[config.mk]
export PLATFORM = sky130hd
export DESIGN_NAME = accel_counter_unit
export DESIGN_NICKNAME = d
export VERILOG_FILES = /design/src/rtl/accel_counter_unit.sv
export SDC_FILE = /design/constraint.sdc
export NUM_CORES = 1
export LEC_CHECK = 0
export CORE_ASPECT_RATIO = 1.2
export CORE_UTILIZATION = 51
export DETAILED_ROUTE_END_ITERATION = 16
export PLACE_DENSITY = 0.77
export RECOVER_POWER = 100
export SLEW_MARGIN = 20
export SYNTH_ARGS = -nofsm -noshare
export SYNTH_HDL_FRONTEND = slang
export SYNTH_HIERARCHICAL = 1
export SYNTH_SLANG_ARGS = --single-unit
[constraint.sdc]
create_clock -name clk -period 2.15 [get_ports clk]
set_input_delay 0.215 -clock clk [delete_from_list [all_inputs] [get_ports clk]]
set_output_delay 0.215 -clock clk [all_outputs]
set_load 0.01 [all_outputs]
[src/rtl/accel_counter_unit.sv]
// rtl/accel_counter_unit.sv - low/high programmable wrap-around cycle counters with compare-match ready
// Two identical, independent counter channels sharing one clock and asynchronous reset.

module accel_counter_ch #(
    parameter int W = 5
) (
    input  logic         clk,
    input  logic         rst_n,
    input  logic         en,
    input  logic [W-1:0] period,
    input  logic [W-1:0] interrupt,
    output logic         ready,
    output logic [W-1:0] count,
    output logic         wrap,
    output logic         cfg_err
);

    typedef enum logic [1:0] {
        IDLE = 2'd0,
        RUN  = 2'd1,
        HOLD = 2'd2
    } cnt_state_t;

    cnt_state_t   state_q, state_d;
    logic [W-1:0] per_q, int_q;
    logic [W-1:0] count_q, count_d;
    logic         wrap_q, wrap_d;
    logic         ready_q;
    logic         err_q;
    logic         reconfig;

    always_comb begin
        reconfig = (period != per_q) || (interrupt != int_q);
        count_d  = count_q;
        wrap_d   = 1'b0;
        state_d  = state_q;

        // Any change of period or compare value restarts from zero and drops en for that cycle.
        if (reconfig) begin
            count_d = '0;
            state_d = IDLE;
        end else begin
            if (en) begin
                if (count_q == period) begin
                    count_d = '0;
                    wrap_d  = 1'b1;
                end else begin
                    count_d = count_q + 1'b1;
                end
            end
            case (state_q)
                IDLE:    if (en)  state_d = RUN;
                RUN:     if (!en) state_d = HOLD;
                HOLD:    if (en)  state_d = RUN;
                default: state_d = IDLE;
            endcase
        end
    end

    // ready is computed from the next count so it lines up with the count it describes.
    always_ff @(posedge clk or negedge rst_n) begin
        if (!rst_n) begin
            state_q <= IDLE;
            per_q   <= '0;
            int_q   <= '0;
            count_q <= '0;
            wrap_q  <= 1'b0;
            ready_q <= 1'b1;
            err_q   <= 1'b0;
        end else begin
            state_q <= state_d;
            per_q   <= period;
            int_q   <= interrupt;
            count_q <= count_d;
            wrap_q  <= wrap_d;
            ready_q <= (count_d == interrupt);
            err_q   <= err_q | (interrupt > period);
        end
    end

    assign ready   = ready_q;
    assign count   = count_q;
    assign wrap    = wrap_q;
    assign cfg_err = err_q;

endmodule

module accel_counter_unit #(
    parameter int WIDTH_LBIT_CNT = 5,
    parameter int WIDTH_HBIT_CNT = 3
) (
    input  logic                      clk,
    input  logic                      rst_n,
    input  logic                      LCNT_en_i,
    input  logic [WIDTH_LBIT_CNT-1:0] LCNT_period_i,
    input  logic [WIDTH_LBIT_CNT-1:0] LCNT_interrupt_i,
    output logic                      LCNT_ready_o,
    output logic [WIDTH_LBIT_CNT-1:0] LCNT_count_o,
    output logic                      LCNT_wrap_o,
    input  logic                      HCNT_en_i,
    input  logic [WIDTH_HBIT_CNT-1:0] HCNT_period_i,
    input  logic [WIDTH_HBIT_CNT-1:0] HCNT_interrupt_i,
    output logic                      HCNT_ready_o,
    output logic [WIDTH_HBIT_CNT-1:0] HCNT_count_o,
    output logic                      HCNT_wrap_o,
    output logic [1:0]                cfg_err_o
);

    logic l_err, h_err;

    accel_counter_ch #(.W(WIDTH_LBIT_CNT)) u_lcnt (
        .clk       (clk),
        .rst_n     (rst_n),
        .en        (LCNT_en_i),
        .period    (LCNT_period_i),
        .interrupt (LCNT_interrupt_i),
        .ready     (LCNT_ready_o),
        .count     (LCNT_count_o),
        .wrap      (LCNT_wrap_o),
        .cfg_err   (l_err)
    );

    accel_counter_ch #(.W(WIDTH_HBIT_CNT)) u_hcnt (
        .clk       (clk),
        .rst_n     (rst_n),
        .en        (HCNT_en_i),
        .period    (HCNT_period_i),
        .interrupt (HCNT_interrupt_i),
        .ready     (HCNT_ready_o),
        .count     (HCNT_count_o),
        .wrap      (HCNT_wrap_o),
        .cfg_err   (h_err)
    );

    assign cfg_err_o = {h_err, l_err};

endmodule

# Word level (Yosys, flattened, before mapping)
# Cells that the tools add are included.
word_totals:
  regBits: 30
  in_bits: 20
  out_inout_bits: 14
  elab_cells: 40
op_classes:
  n_addsub: 2
  n_lt_le_gt_ge: 2
  n_eq_ne: 8
  mux: 12
  bitwise: 2
  n_reduce_logical: 2
op_table:
  columns: ["operator", "n"]
  rows:
  - ["5-bit two-way mux", 3]
  - ["5-bit equality test", 2]
  - ["5-bit inequality test", 2]
  - ["3-bit two-way mux", 3]
  - ["3-bit equality test", 2]
  - ["1-bit two-way mux", 6]
  - ["3-bit inequality test", 2]
  - ["5-bit by 1-bit adder with 5-bit output, second input constant", 1]
  - ["5-bit > comparator", 1]
  - ["3-bit by 1-bit adder with 3-bit output, second input constant", 1]
  - ["3-bit > comparator", 1]
  - ["1-bit logical OR", 2]
  - ["1-bit OR", 2]

# Longest topological paths before layout
# Gate-level depths: netlist of the first run.
depth:
  depth_word: 5
  depth_mapped: 8
  mapped_depth_nobuf: 8

# Hierarchy
# The synthesis of the first run kept the hierarchy.
by_module_without_submodules:
  columns: ["mod", "instances", "cells_per_inst", "area_each_um2", "seq_area_each_um2"]
  rows:
  - ["accel_counter_ch (u_lcnt)", 1, 87, 1024.7, 451.7]
  - ["accel_counter_ch (u_hcnt)", 1, 53, 618.1, 301.5]
  - ["accel_counter_unit", 1, 2, 15.0, 0.0]

# Worst setup path after synthesis of the first run
# OpenSTA, ideal clock, no wires.
synth_timing:
  path_type: "register to register"
  start: "register u_lcnt.count_q[0], in the netlist u_lcnt/count[0]"
  end: "register u_lcnt.ready_q, in the netlist u_lcnt/ready"
  setup_ns: 0.089
  t_arrival_ns: 1.648
  required_time_ns: 2.061
  slack_ns: 0.413
  stages_incl_launch_ff: 8
  path_buffers: 1
  period_less_slack_ns: 1.737
  path_cell_list: "dfrtp_1 -> xor2_1 -> nor4_1 -> and3_1 -> buf_2 -> a211oi_1 -> a2bb2oi_1 -> nor4b_2"
synth_between:
  elab_chain_len: 5
  elab_cells_between_ends: 6
  classes_between: "add/sub (1); eq/ne (2); mux (3)"
synth_rtl:
  columns: ["element", "line", "source"]
  rows:
  - ["start: declaration", "26", "logic [W-1:0] count_q, count_d;"]
  - ["start signal: assignment", "74", "count_q <= count_d;"]
  - ["5-bit by 1-bit adder with 5-bit output or 5-bit equality test (tied branches)", "48, 44", null]
  - ["5-bit two-way mux", "44", "if (count_q == period) begin"]
  - ["5-bit two-way mux (*)", "43", "if (en) begin"]
  - ["5-bit two-way mux (*)", "39", "if (reconfig) begin"]
  - ["5-bit equality test (*)", "76", "ready_q <= (count_d == interrupt);"]
  - ["end signal: assignment", "76", null]
  - ["end: declaration", "28", "logic ready_q;"]
# Mark *: on every way between the ends. The rest lies on a longest branch, timed or not.

# Final worst setup path of the first run
layout_timing:
  start: "input LCNT_period_i[3]"
  end: "register u_lcnt.ready_q, in the netlist u_lcnt/ready"
layout_between:
  elab_chain_len: 5
  elab_cells_between_ends: 7
  classes_between: "eq/ne (3); mux (3); reduce/logical (1)"
layout_rtl:
  columns: ["element", "line", "source"]
  rows:
  - ["start: declaration", "95", "input logic [WIDTH_LBIT_CNT-1:0] LCNT_period_i,"]
  - ["5-bit equality test", "44", null]
  - ["5-bit two-way mux", "44", null]
  - ["5-bit two-way mux", "43", null]
  - ["5-bit two-way mux (*)", "39", null]
  - ["net u_lcnt.count_d[1]", "26", null]
  - ["5-bit equality test (*)", "76", null]
# Mark *: on every way through the listed nets, which the timed path passes. The rest lies on a longest branch.

==> reports/results.tsv, run 1 <==
metric	value	unit
finalNonFillerCells	225	
grt_usage	0.237	
crit_type	in2reg	
cts_sinks	30	
fin_crit_sh	0.918	
clkPwrFrac	0.291	
p_total	1.09	mW
design.core.area	3080	sq um
cts_hold_buf	0	
synth_ff_type	dfrtp_1	
peakVddDrop	377	uV
busiest_layer	met2	
min_path_type	reg2reg	
pwr-share-comb	0.167	
cts_tree	yes	
switchingPower	0.299	mW
drv_cap	1	
seqPwrFrac	0.541	
drtAntennaViolNets	0	
firstDrtPassIters	4	
crit_required	2.39	ns
yosysSeqAreaShare	0.454	
cp-end-kind	flop	
cp_max_fo	7	
synth_nets	172	
hold_violations	0	
grt_max_degree	31	
synth_edf_count	0	
vias	1204	
power.density	518	nW/um^2
wl_per_cell	15.5	um
p_int	0.789	mW
async_reset_ff_frac	1.00	
ioPinCount	34	
grt_overflow_total	0	
slowest_delay	0.61	ns
crit_chain	dlygate4sd3_1 -> xor2_1 -> nor4_4 -> nand4_4 -> nor3_1 -> o22ai_1 -> nor4b_2	
dp.final_hpwl	2720	um
io_buffers	33	
gr-usage-met2	0.406	
wirelength	3500	um
p_leak	0.965	nW
numCtsBuffers	5	
fin_worst_skew	0.00902	ns
fin_nets	218	
cts_buffer_depth	2	
post_cts_buffers	0	
violations	capacitance limit, slew limit	
nFillCells	250	
crit_arrival	2.22	ns
initial_core_util	0.538	
grtUsageMet3	0.0704	
clk-insertion-delay-late	0.32	ns
h-tree-depth	2	
drv_slew	31	
grt_pass1_wl	5790	um
final_util	0.681	
std_cell_rows	22	
clockRootBuffer	clkbuf_4	
antenna_found_initial	0	
rsz0062_at_grt	no	
tightestPinTransition	1.55	ns
status	finished, violations left	
synth_seq_cells	30	
fin_tns_setup	0	ns
ys_warn_count	6	
area_growth	26.7	%
ctsResizeCount	0	
synth_cells	142	
die-area	3480	sq um
via_per_inst	5.35	
die_h	64.5	um
path_clk_slew	0.10	ns
drt_iter0_markers	20	
netlist_area	1660	sq um
synth.distinct_cells	41	
grt_use_met1	0.264	
place.gp.congestion	0.828	
dp_cells	217	
die-width	54.0	um
slew_headroom	-0.0360	
period_minus_slack	1.97	ns
swShare	0.275	
drc	0	
drive_above_1_share	0.122	
max_freq	507	MHz
grt_pass1_vias	1268	
setup_viol	0	
startpoint_type	primary input	
slowest_stage	dlygate4sd3_1	
diodes	0	
synth.avg_cell_area	11.7	sq um
==> registers in the layout (all words and copies together) (netlist names) <==
| signal | count |
|---|---|
| u_hcnt/ready | 1 |
| u_hcnt/wrap | 1 |
| u_lcnt/count | 5 |
| u_lcnt/wrap | 1 |
| u_lcnt/cfg_err | 1 |
| u_hcnt/cfg_err | 1 |
| u_lcnt/ready | 1 |
| u_lcnt/per_q | 5 |
| u_hcnt/per_q | 3 |
| u_hcnt/count | 3 |
| u_hcnt/int_q | 3 |
| u_lcnt/int_q | 5 |
==> worst paths after layout <==
kind | start | to | slack [ns] | cells after the start
min reg2reg | u_hcnt/cfg_err$_DFF_PN0_ | u_hcnt/cfg_err$_DFF_PN0_ | 0.47 | 1
max reg2reg | u_lcnt/count[0]$_DFF_PN0_ | u_lcnt/ready$_DFF_PN1_ | 0.20 | 7
min in group asynchronous | rst_n | u_hcnt/wrap$_DFF_PN0_ | 0.73 | 2
max | LCNT_period_i[3] | u_lcnt/ready$_DFF_PN1_ | 0.18 | 7
min | u_hcnt/cfg_err$_DFF_PN0_ | u_hcnt/cfg_err$_DFF_PN0_ | 0.47 | 1
max in group asynchronous | rst_n | u_lcnt/per_q[2]$_DFF_PN0_ | 0.52 | 2
==> worst max-delay path, delay by kind of cell <==
kind | cells | cell delay [ns]
AND/OR/NAND/NOR | 4 | 1.05
buffers and inverters | 1 | 0.61
AO/OA/AOI/OAI | 1 | 0.13
XOR/XNOR | 1 | 0.21
==> cells in the final DEF (no fill, tap or decap), drive strengths merged, types with 2 or more instances in the layout <==
cell and count:
clkbuf 11, buf 5, inv 13, nor2 5
nand3 2, nand2 4, a21oi 2, nor3 5
xor2 22, ha 10, or2 2, a2bb2oi 2
dlygate4sd3 29, clkdlybuf4s50 4, clkinv 2, xnor2 11
dfrtp 28, dfstp 2, o21a 2, nor4 5
nand4 6, o21ai 2
==> per-layer routing <==
metal,share of wire,up-vias
li1,-,576
met1,0.39,579
met2,0.53,38
met3,0.051,11
met4,0.024,0
met5,0,-
==> logic make-up (layout without fill, tap and decap cells) <==
family          after synthesis  in the layout  synth area share
simple gates                 35             35             0.175
compound gates               15             15            0.0642
xor+xnor                     33             33             0.174
mux                           2              2            0.0128
buf+inv                      17             64            0.0438
flops                        30             30             0.454
fa+ha+maj                    10             10            0.0755
==> power groups by stage <==
stage / Clock (mW) / Combinational [mW] / Sequential, mW
3_3_place_gp: 0 / 0.188 / 0.599
5_1_grt: 0.367 / 0.201 / 0.591
4_1_cts: 0.331 / 0.196 / 0.589
3_5_place_dp: 0 / 0.195 / 0.600
6_report: 0.317 / 0.182 / 0.589
2_1_floorplan: 0 / 0.0960 / 0.599
==> through the flow <==
stage	instance area, sq um	setup WS (ns)	hold WS, ns
5_1_grt	2100	0.107	0.491
4_1_cts	2140	0.241	0.263
2_1_floorplan	1660	0.413	-0.0806
6_report	2100	0.176	0.473
3_5_place_dp	2080	-0.0753	0.463
3_3_place_gp	2080	0.0215	0.450
==> synth_stat cells, types with 2 or more instances <==
master      n  area share
nand2_1     4      0.0091
a21oi_1     2      0.0060
nor3_2      4       0.024
nor2_1      5       0.011
o21ai_0     2      0.0060
xor2_1     22        0.12
nor4_4      3       0.038
dfrtp_1    28        0.42
dfstp_2     2       0.032
a2bb2oi_1   2       0.011
ha_1       10       0.075
buf_4       2      0.0091
nand4_1     5       0.019
inv_1      13       0.029
o21a_1      2      0.0091
xnor2_1    11       0.058
==> cell type report <==
| cell class | count | area, sq um | share of cell area |
|---|---|---|---|
| Timing Repair Buffer | 43 | 387 | 0.184 |
| Tap cell | 36 | 45.0 | 0.0214 |
| Clock buffer | 6 | 41.3 | 0.0197 |
| Sequential cell | 30 | 753 | 0.359 |
| Inverter | 13 | 48.8 | 0.0232 |
| Multi-Input combinational cell | 95 | 816 | 0.388 |
| Clock inverter | 2 | 10.0 | 0.00476 |
No activity file was read; power rests on OpenSTA's default activity.
==> run 2, diff against run 1 <==
--- a/config.mk
+++ b/config.mk
@@ -8,6 +8,7 @@
 export CORE_ASPECT_RATIO = 1.2
 export CORE_UTILIZATION = 51
 export DETAILED_ROUTE_END_ITERATION = 16
+export GPL_ROUTABILITY_DRIVEN = 1
 export PLACE_DENSITY = 0.77
 export RECOVER_POWER = 100
 export SLEW_MARGIN = 20
@@ -15,3 +16,4 @@
 export SYNTH_HDL_FRONTEND = slang
 export SYNTH_HIERARCHICAL = 1
 export SYNTH_SLANG_ARGS = --single-unit
+export TNS_END_PERCENT = 100
==> constraint.sdc (replaced) <==
create_clock -name clk -period 2 [get_ports clk]
set_input_delay 0.2 -clock clk [delete_from_list [all_inputs] [get_ports clk]]
set_output_delay 0.2 -clock clk [all_outputs]
set_load 0.01 [all_outputs]
==> reports/results.tsv, run 2 (synthesized netlist as in run 1, its figures left out) <==
metric	value	unit
drc	0	
grt_usage	0.250	
cts_buffer_depth	2	
die-width	54.0	um
holdWs	0.378	ns
switchingPower	0.325	mW
hold_violations	0	
wirelength	3710	um
power.density	544	nW/um^2
p_leak	1.05	nW
crit_arrival	2.15	ns
drv_cap	0	
layout_common_cells	28 x dfrtp_1, 27 x dlygate4sd3_1, 21 x xor2_1, 19 x buf_4, 13 x inv_1	
setup_viol	0	
nFillCells	239	
initial_core_util	0.538	
cts_sinks	30	
firstDrtPassIters	4	
clockRootBuffer	clkbuf_4	
diodes	0	
status	completed	
m1WireLength	1410	um
grt_pass1_wl	6040	um
clkPwrFrac	0.306	
io_buffers	33	
grt_pass1_vias	1295	
fin_crit_sh	0.946	
routed-wl-met3	159	um
ioPinCount	34	
vias	1250	
die-area	3480	sq um
seqPwrFrac	0.517	
fin_nets	232	
h-tree-depth	2	
drv_slew	0	
drive_above_1_share	0.222	
peakVddDrop	432	uV
cp_max_fo	7	
grt_overflow_total	0	
multiInputGateArea	840	sq um
wl_per_cell	15.5	um
fin_worst_skew	0.0130	ns
cts_tree	yes	
regArea	753	sq um
grt_max_degree	31	
post_cts_buffers	0	
place.gp.congestion	0.841	
period_minus_slack	1.89	ns
final_common_cell	dfrtp_1	
die_h	64.5	um
tightestPinTransition	0.717	ns
p_int	0.900	mW
area_growth	35.8	%
drt_iter0_markers	18	
cp-end-kind	flop	
clk-insertion-delay-late	0.33	ns
crit_required	2.25	ns
swShare	0.265	
startpoint_type	primary input	
crit_type	in2reg	
path_clk_slew	0.10	ns
max_freq	528	MHz
wl_met2	2080	um
via_per_inst	5.23	
min_path_type	in2reg	
design.core.area	3080	sq um
slew_headroom	0.522	
std_cell_rows	22	
drtAntennaViolNets	0	
dr.max_layer_used	met4	
cts_hold_buf	0	
dp.final_hpwl	2900	um
pwr-share-comb	0.177	
antenna_found_initial	0	
p_total	1.22	mW
numCtsBuffers	5	
[run 2: changes by cell type in the layout (fill, tap and decap cells not counted), sizes merged]
cell           previous run  this run
buf                       5        19
clkinv                    2         1
clkdlybuf4s50             4         6
dlygate4sd3              29        27
clkbuf                   11        12
[run 2: power by group through the flow]
stage | Sequential, mW | Combinational [mW] | Clock (mW)
4_1_cts | 0.633 | 0.226 | 0.386
5_1_grt | 0.635 | 0.240 | 0.414
6_report | 0.633 | 0.216 | 0.375
3_3_place_gp | 0.644 | 0.215 | 0
2_1_floorplan | 0.644 | 0.103 | 0
3_5_place_dp | 0.645 | 0.224 | 0
[run 2: critical path: stages]
cell and delay, ns:
dlygate4sd3_1 0.64, xor2_1 0.22, nor4_4 0.22, nand4_4 0.21
or2_0 0.30, o21ai_0 0.16, nor4b_2 0.20
[run 2: metal layers]
layer,vias up,global-route usage
li1,606,-
met4,0,0.0737
met5,-,0
met1,610,0.277
met2,27,0.440
met3,7,0.0775
[run 2: worst paths after layout]
kind                                           start                   endpoint  slack (ns)  cells past startpoint
min in group asynchronous                      rst_n  u_lcnt/per_q[0]$_DFF_PN0_        0.44                      2
hold / removal                   LCNT_interrupt_i[0]  u_lcnt/int_q[0]$_DFF_PN0_        0.38                      1
hold reg to reg             u_hcnt/cfg_err$_DFF_PN0_   u_hcnt/cfg_err$_DFF_PN0_        0.48                      1
setup reg to reg           u_lcnt/int_q[0]$_DFF_PN0_     u_lcnt/ready$_DFF_PN1_        0.14                      6
setup / recovery                    LCNT_period_i[0]     u_lcnt/ready$_DFF_PN1_        0.11                      7
max in group asynchronous                      rst_n  u_lcnt/count[3]$_DFF_PN0_        1.09                      2
[run 2: layout make-up]
cell class | instances | share of cell area
inverters | 13 | 0.0217
well taps | 36 | 0.0200
repair buffers | 57 | 0.224
clock inverters | 1 | 0.00222
flip-flops and latches | 30 | 0.335
multi-input cells | 95 | 0.373
clock buffers | 7 | 0.0245
[run 2: repair_timing]
item                       CTS  global route
setup endpoints to repair    0             1
resized for setup            0             2
hold endpoints to repair     0             0
[run 2: stage by stage]
step | setup WS [ns] | util | std cells | TNS (ns) | area [sq um]
after floorplan | 0.263 | - | 142 | 0 | 1660
after global placement | -0.0689 | 0.710 | 231 | -0.0689 | 2190
after detailed placement | -0.169 | 0.710 | 231 | -0.276 | 2190
after CTS | 0.102 | 0.730 | 239 | 0 | 2250
after global routing | -0.00987 | 0.730 | 239 | -0.00987 | 2250
final | 0.107 | 0.730 | 239 | 0 | 2250
==> run 3, diff against run 2 <==
--- a/config.mk
+++ b/config.mk
@@ -6,10 +6,11 @@
 export NUM_CORES = 1
 export LEC_CHECK = 0
 export CORE_ASPECT_RATIO = 1.2
-export CORE_UTILIZATION = 51
+export CORE_UTILIZATION = 54
+export CTS_CLUSTER_DIAMETER = 120
 export DETAILED_ROUTE_END_ITERATION = 16
 export GPL_ROUTABILITY_DRIVEN = 1
-export PLACE_DENSITY = 0.77
+export PLACE_DENSITY = 0.81
 export RECOVER_POWER = 100
 export SLEW_MARGIN = 20
 export SYNTH_ARGS = -nofsm -noshare
==> constraint.sdc (replaced) <==
create_clock -name clk -period 2.4 [get_ports clk]
set_input_delay 0.24 -clock clk [delete_from_list [all_inputs] [get_ports clk]]
set_output_delay 0.24 -clock clk [all_outputs]
set_load 0.01 [all_outputs]
==> reports/results.tsv, run 3 (synthesized netlist as in run 1, its figures left out) <==
metric	value	unit
rrSetupSlack	0.42	ns
crit_chain	dlygate4sd3_1 -> xor2_1 -> nor4_1 -> nand4_1 -> xnor2_1 -> nor4_2	
rsz0062_at_grt	no	
crit_required	2.64	ns
io_buffers	33	
die_h	62.7	um
h-tree-depth	2	
cts_hold_buf	0	
hold_path_depth	1	
power.density	483	nW/um^2
drtAntennaViolNets	0	
cts_sinks	30	
vias	1177	
fin_worst_skew	0.00734	ns
nFillCells	229	
numCtsBuffers	5	
regArea	753	sq um
crit_type	in2reg	
ioPinCount	34	
slowest_delay	0.63	ns
hold_violations	0	
grt_pass1_wl	5830	um
design.core.area	2860	sq um
peakVddDrop	415	uV
tightestPinTransition	1.54	ns
status	finished, violations left	
max_freq	463	MHz
drv_slew	31	
diodes	0	
grt_pass1_vias	1238	
cts_buffer_depth	2	
startpoint_type	primary input	
grt_usage	0.250	
antenna_found_initial	0	
cp-end-kind	flop	
multiInputGateArea	802	sq um
drive_above_1_share	0.0994	
rr_startpoint	u_hcnt/int_q[1]$_DFF_PN0_	
final_util	0.715	
wirelength	3450	um
std_cell_rows	21	
initial_core_util	0.579	
hp-start	u_hcnt/cfg_err$_DFF_PN0_	
hold_end	u_hcnt/cfg_err$_DFF_PN0_	
dp.final_hpwl	2680	um
grt_overflow_total	0	
cp_max_fo	4	
crit_family	simple AND/OR/NAND/NOR gates	
p_leak	0.944	nW
via_per_inst	5.47	
switchingPower	0.258	mW
die-area	3300	sq um
min_path_type	reg2reg	
drv_cap	1	
wl_per_cell	16.1	um
firstDrtPassIters	4	
die-width	52.6	um
clk-insertion-delay-late	0.33	ns
ctsResizeCount	0	
r2r-end	u_hcnt/ready$_DFF_PN1_	
p_total	0.989	mW
worstRegToRegCells	5	
clkPwrFrac	0.308	
drt_iter0_markers	30	
path_clk_slew	0.08	ns
period_minus_slack	2.16	ns
crit_arrival	2.40	ns
swShare	0.260	
seqPwrFrac	0.533	
clockRootBuffer	clkbuf_4	
fin_tns_setup	0	ns
cts_tree	yes	
cp.buffers_inverters	1	
slew_headroom	-0.0284	
area_growth	23.5	%
slowest_stage	dlygate4sd3_1	
layout_common_cells	31 x dlygate4sd3_1, 28 x dfrtp_1, 22 x xor2_1, 13 x inv_1, 11 x xnor2_1	
place.gp.congestion	0.833	
fin_crit_sh	0.900	
setup_viol	0	
violations	capacitance limit, slew limit	
grt_max_degree	31	
drc	0	
fin_nets	210	
pwr-share-comb	0.159	
final_common_cell	dlygate4sd3_1	
post_cts_buffers	0	
p_int	0.731	mW
## run 3: changes by cell type in the layout (fill, tap and decap cells not counted), sizes merged
cell | previous run | this run
buf | 19 | 1
clkbuf | 12 | 8
clkdlybuf4s50 | 6 | 2
dlygate4sd3 | 27 | 31
## run 3: worst register-to-register path: cells and delay by family (launching register included)
family,cells,cell delay (ns)
flops,1,0.38
xor+xnor,2,0.40
simple gates,3,1.12
## run 3: final cells by class
class	instances	share of cell area
clock buffer	7	0.0269
clock inverter	1	0.00244
inverter	13	0.0238
multi-input combinational	95	0.392
sequential	30	0.368
tap	34	0.0208
timing repair buffer	35	0.167
## run 3: layer usage
metal,wire [um],GRT usage,up-vias
li1,-,-,564
met1,1400,0.286,580
met2,1860,0.432,26
met3,136,0.0754,7
met4,52,0.0822,0
met5,0,0,-
## run 3: power by group through the flow
stage          sequential [mW]  clock [mW]  combinational (mW)
2_1_floorplan            0.537           0              0.0860
3_3_place_gp             0.537           0               0.159
3_5_place_dp             0.537           0               0.168
4_1_cts                  0.527       0.317               0.169
5_1_grt                  0.529       0.340               0.172
6_report                 0.527       0.305               0.157
## run 3: how the worst max path moves through the flow
stage	startpoint	endpoint	slack, ns	depth (start not counted)
after floorplan	u_lcnt/count[0]$_DFF_PN0_	u_lcnt/ready$_DFF_PN1_	0.66	7
after global placement	LCNT_period_i[3]	u_lcnt/ready$_DFF_PN1_	0.17	7
after detailed placement	LCNT_period_i[3]	u_lcnt/ready$_DFF_PN1_	0.12	7
after CTS	LCNT_period_i[3]	u_lcnt/ready$_DFF_PN1_	0.46	7
after global routing	HCNT_period_i[1]	u_hcnt/ready$_DFF_PN1_	0.20	6
final	HCNT_interrupt_i[1]	u_hcnt/ready$_DFF_PN1_	0.24	6
## run 3: stage by stage
stage,worst slack (ns),hold WS (ns),cell area [sq um],std cells
global placement,0.171,0.451,2020,207
finish,0.241,0.469,2050,215
global route,0.200,0.492,2050,215
CTS,0.459,0.299,2080,215
detailed placement,0.118,0.461,2020,207
floorplan,0.663,-0.0556,1660,142
==> variant: new RTL, config.mk and constraints of run 1 <==
Reset style: synchronous (`rst_n`), changed in one clocked block. Comments in the files are not updated.
--- a/src/rtl/accel_counter_unit.sv
+++ b/src/rtl/accel_counter_unit.sv
@@ -59,5 +59,5 @@
 
     // ready is computed from the next count so it lines up with the count it describes.
-    always_ff @(posedge clk or negedge rst_n) begin
+    always_ff @(posedge clk) begin
         if (!rst_n) begin
             state_q <= IDLE;
Function: differs if rst_n is asserted again (counterexample within 4 cycles, from zero or initial values and one cycle with rst_n low); with rst_n held inactive, the same outputs for 10 cycles.
==> variant against run 1 <==
Synthesized cell count is 23% higher; final area is 2.1% higher; maximum frequency is 3.4% higher; synthesized area is 1.7% higher; global-route usage is 1.1 points higher; sequential cell count stayed put; routed wire length is 5.3% higher; count of clock-buffer cells in the layout stayed put; power is 15% higher; first-iteration DRC count is 45% higher; non-clock buffer count is 4 lower; setup slack better by 0.066 ns; critical path depth is 2 higher; critical endpoint is now u_lcnt/cfg_err; largest power group unchanged; highest routed layer unchanged.
==> variant: results (changes against run 1) <==
| Metric | Value |
|---|---|
| Status | `finished, final reports clean (was complete, but fails checks)` |
| Post-DP Area | `0.00207 mm2 (was 0.00208 mm2)` |
| F_max | `524 MHz (was 507 MHz)` |
| Worst R2R Start | `u_lcnt/count[1] (was u_lcnt/count[0])` |
| Fraction of synthesized area in multiplexers | `1.93% (was 1.28%)` |
| Post-synth cell types | `44 (was 41)` |
| Switching power | `0.296 mW (was 0.299 mW)` |
| Netlist Area Pre-Place | `0.00169 mm2 (was 0.00166 mm2)` |
| HP Start | `u_lcnt/cfg_err (was u_hcnt/cfg_err)` |
| Commonest cells post-synth | `dfxtp_1, xnor2_1, xor2_1, and2_1 (was dfrtp_1, xor2_1, inv_1, xnor2_1, ha_1)` |
| Crit path to | `u_lcnt/cfg_err (was u_lcnt/ready)` |
| Gr usage total | `24.9% (was 23.7%)` |
| Largest net degree at the start of global routing | `29 (was 31)` |
| First-pass GRT wire length | `6.19 mm (was 5.79 mm)` |
| Crit path largest cell delay | `0.64 ns (was 0.61 ns)` |
| Comb. pwr | `0.206 mW (was 0.182 mW)` |
| VDD IR max | `0.403 mV (was 0.377 mV)` |
| Relative slew slack | `31.9% (was -3.60%)` |
| R2r setup slk | `0.36 ns (was 0.20 ns)` |
| Worst Skew | `0.00776 ns (was 0.00902 ns)` |
| CP delay by family, top | `compound AO/OA/AOI/OAI gates (was simple AND/OR/NAND/NOR gates)` |
| Post-synthesis compound-gate area fraction | `8.75% (was 6.42%)` |
| GPL Wtd Cong | `0.863 (was 0.828)` |
| Crit-path max FO | `4 (was 7)` |
| Hold EP | `u_lcnt/cfg_err (was u_hcnt/cfg_err)` |
| Cells after Synth | `175 (was 142)` |
| Hold_ws | `0.474 ns (was 0.473 ns)` |
| Post-Synth XOR/XNOR Area | `19.1% (was 17.4%)` |
| Sequential fraction of design power | `46.9% (was 54.1%)` |
| Synth Area in Adders | `7.42% (was 7.55%)` |
| Crit Reg-Reg Endpoint | `u_lcnt/ready (unchanged)` |
| Seq/Total Area, Yosys | `35.6% (was 45.4%)` |
==> variant: cell types whose count changed after synthesis, moves of 5 or more <==
cell / before / now
nor2_1: 5 / 10
and2_1: 1 / 14
nand2_1: 4 / 9
dfxtp_1: 0 / 30
dfrtp_1: 28 / 0
xnor2_1: 11 / 18
xor2_1: 22 / 16
==> variant: per-layer routing <==
layer / track usage, % / part of all wire, %
met3: 7.51 / 4.1
met4: 14.1 / 3.7
met5: 0 / 0
met1: 24.0 / 39
met2: 44.2 / 53
==> variant: layout make-up <==
type / instances / area, um2
Clock buffer: 6 / 51.3
Clock inverter: 1 / 30.0
Fill cell: 265 / 966
Inverter: 10 / 37.5
Multi-Input combinational cell: 130 / 1010
Sequential cell: 30 / 601
Tap cell: 36 / 45.0
Timing Repair Buffer: 39 / 372
==> variant: per-stage QoR <==
stage               setup TNS, ns  utilization, %
floorplan                       0               -
global placement                0            66.7
detailed placement        -0.0114            66.7
CTS                             0            69.3
global route                    0            68.9
finish                          0            68.9
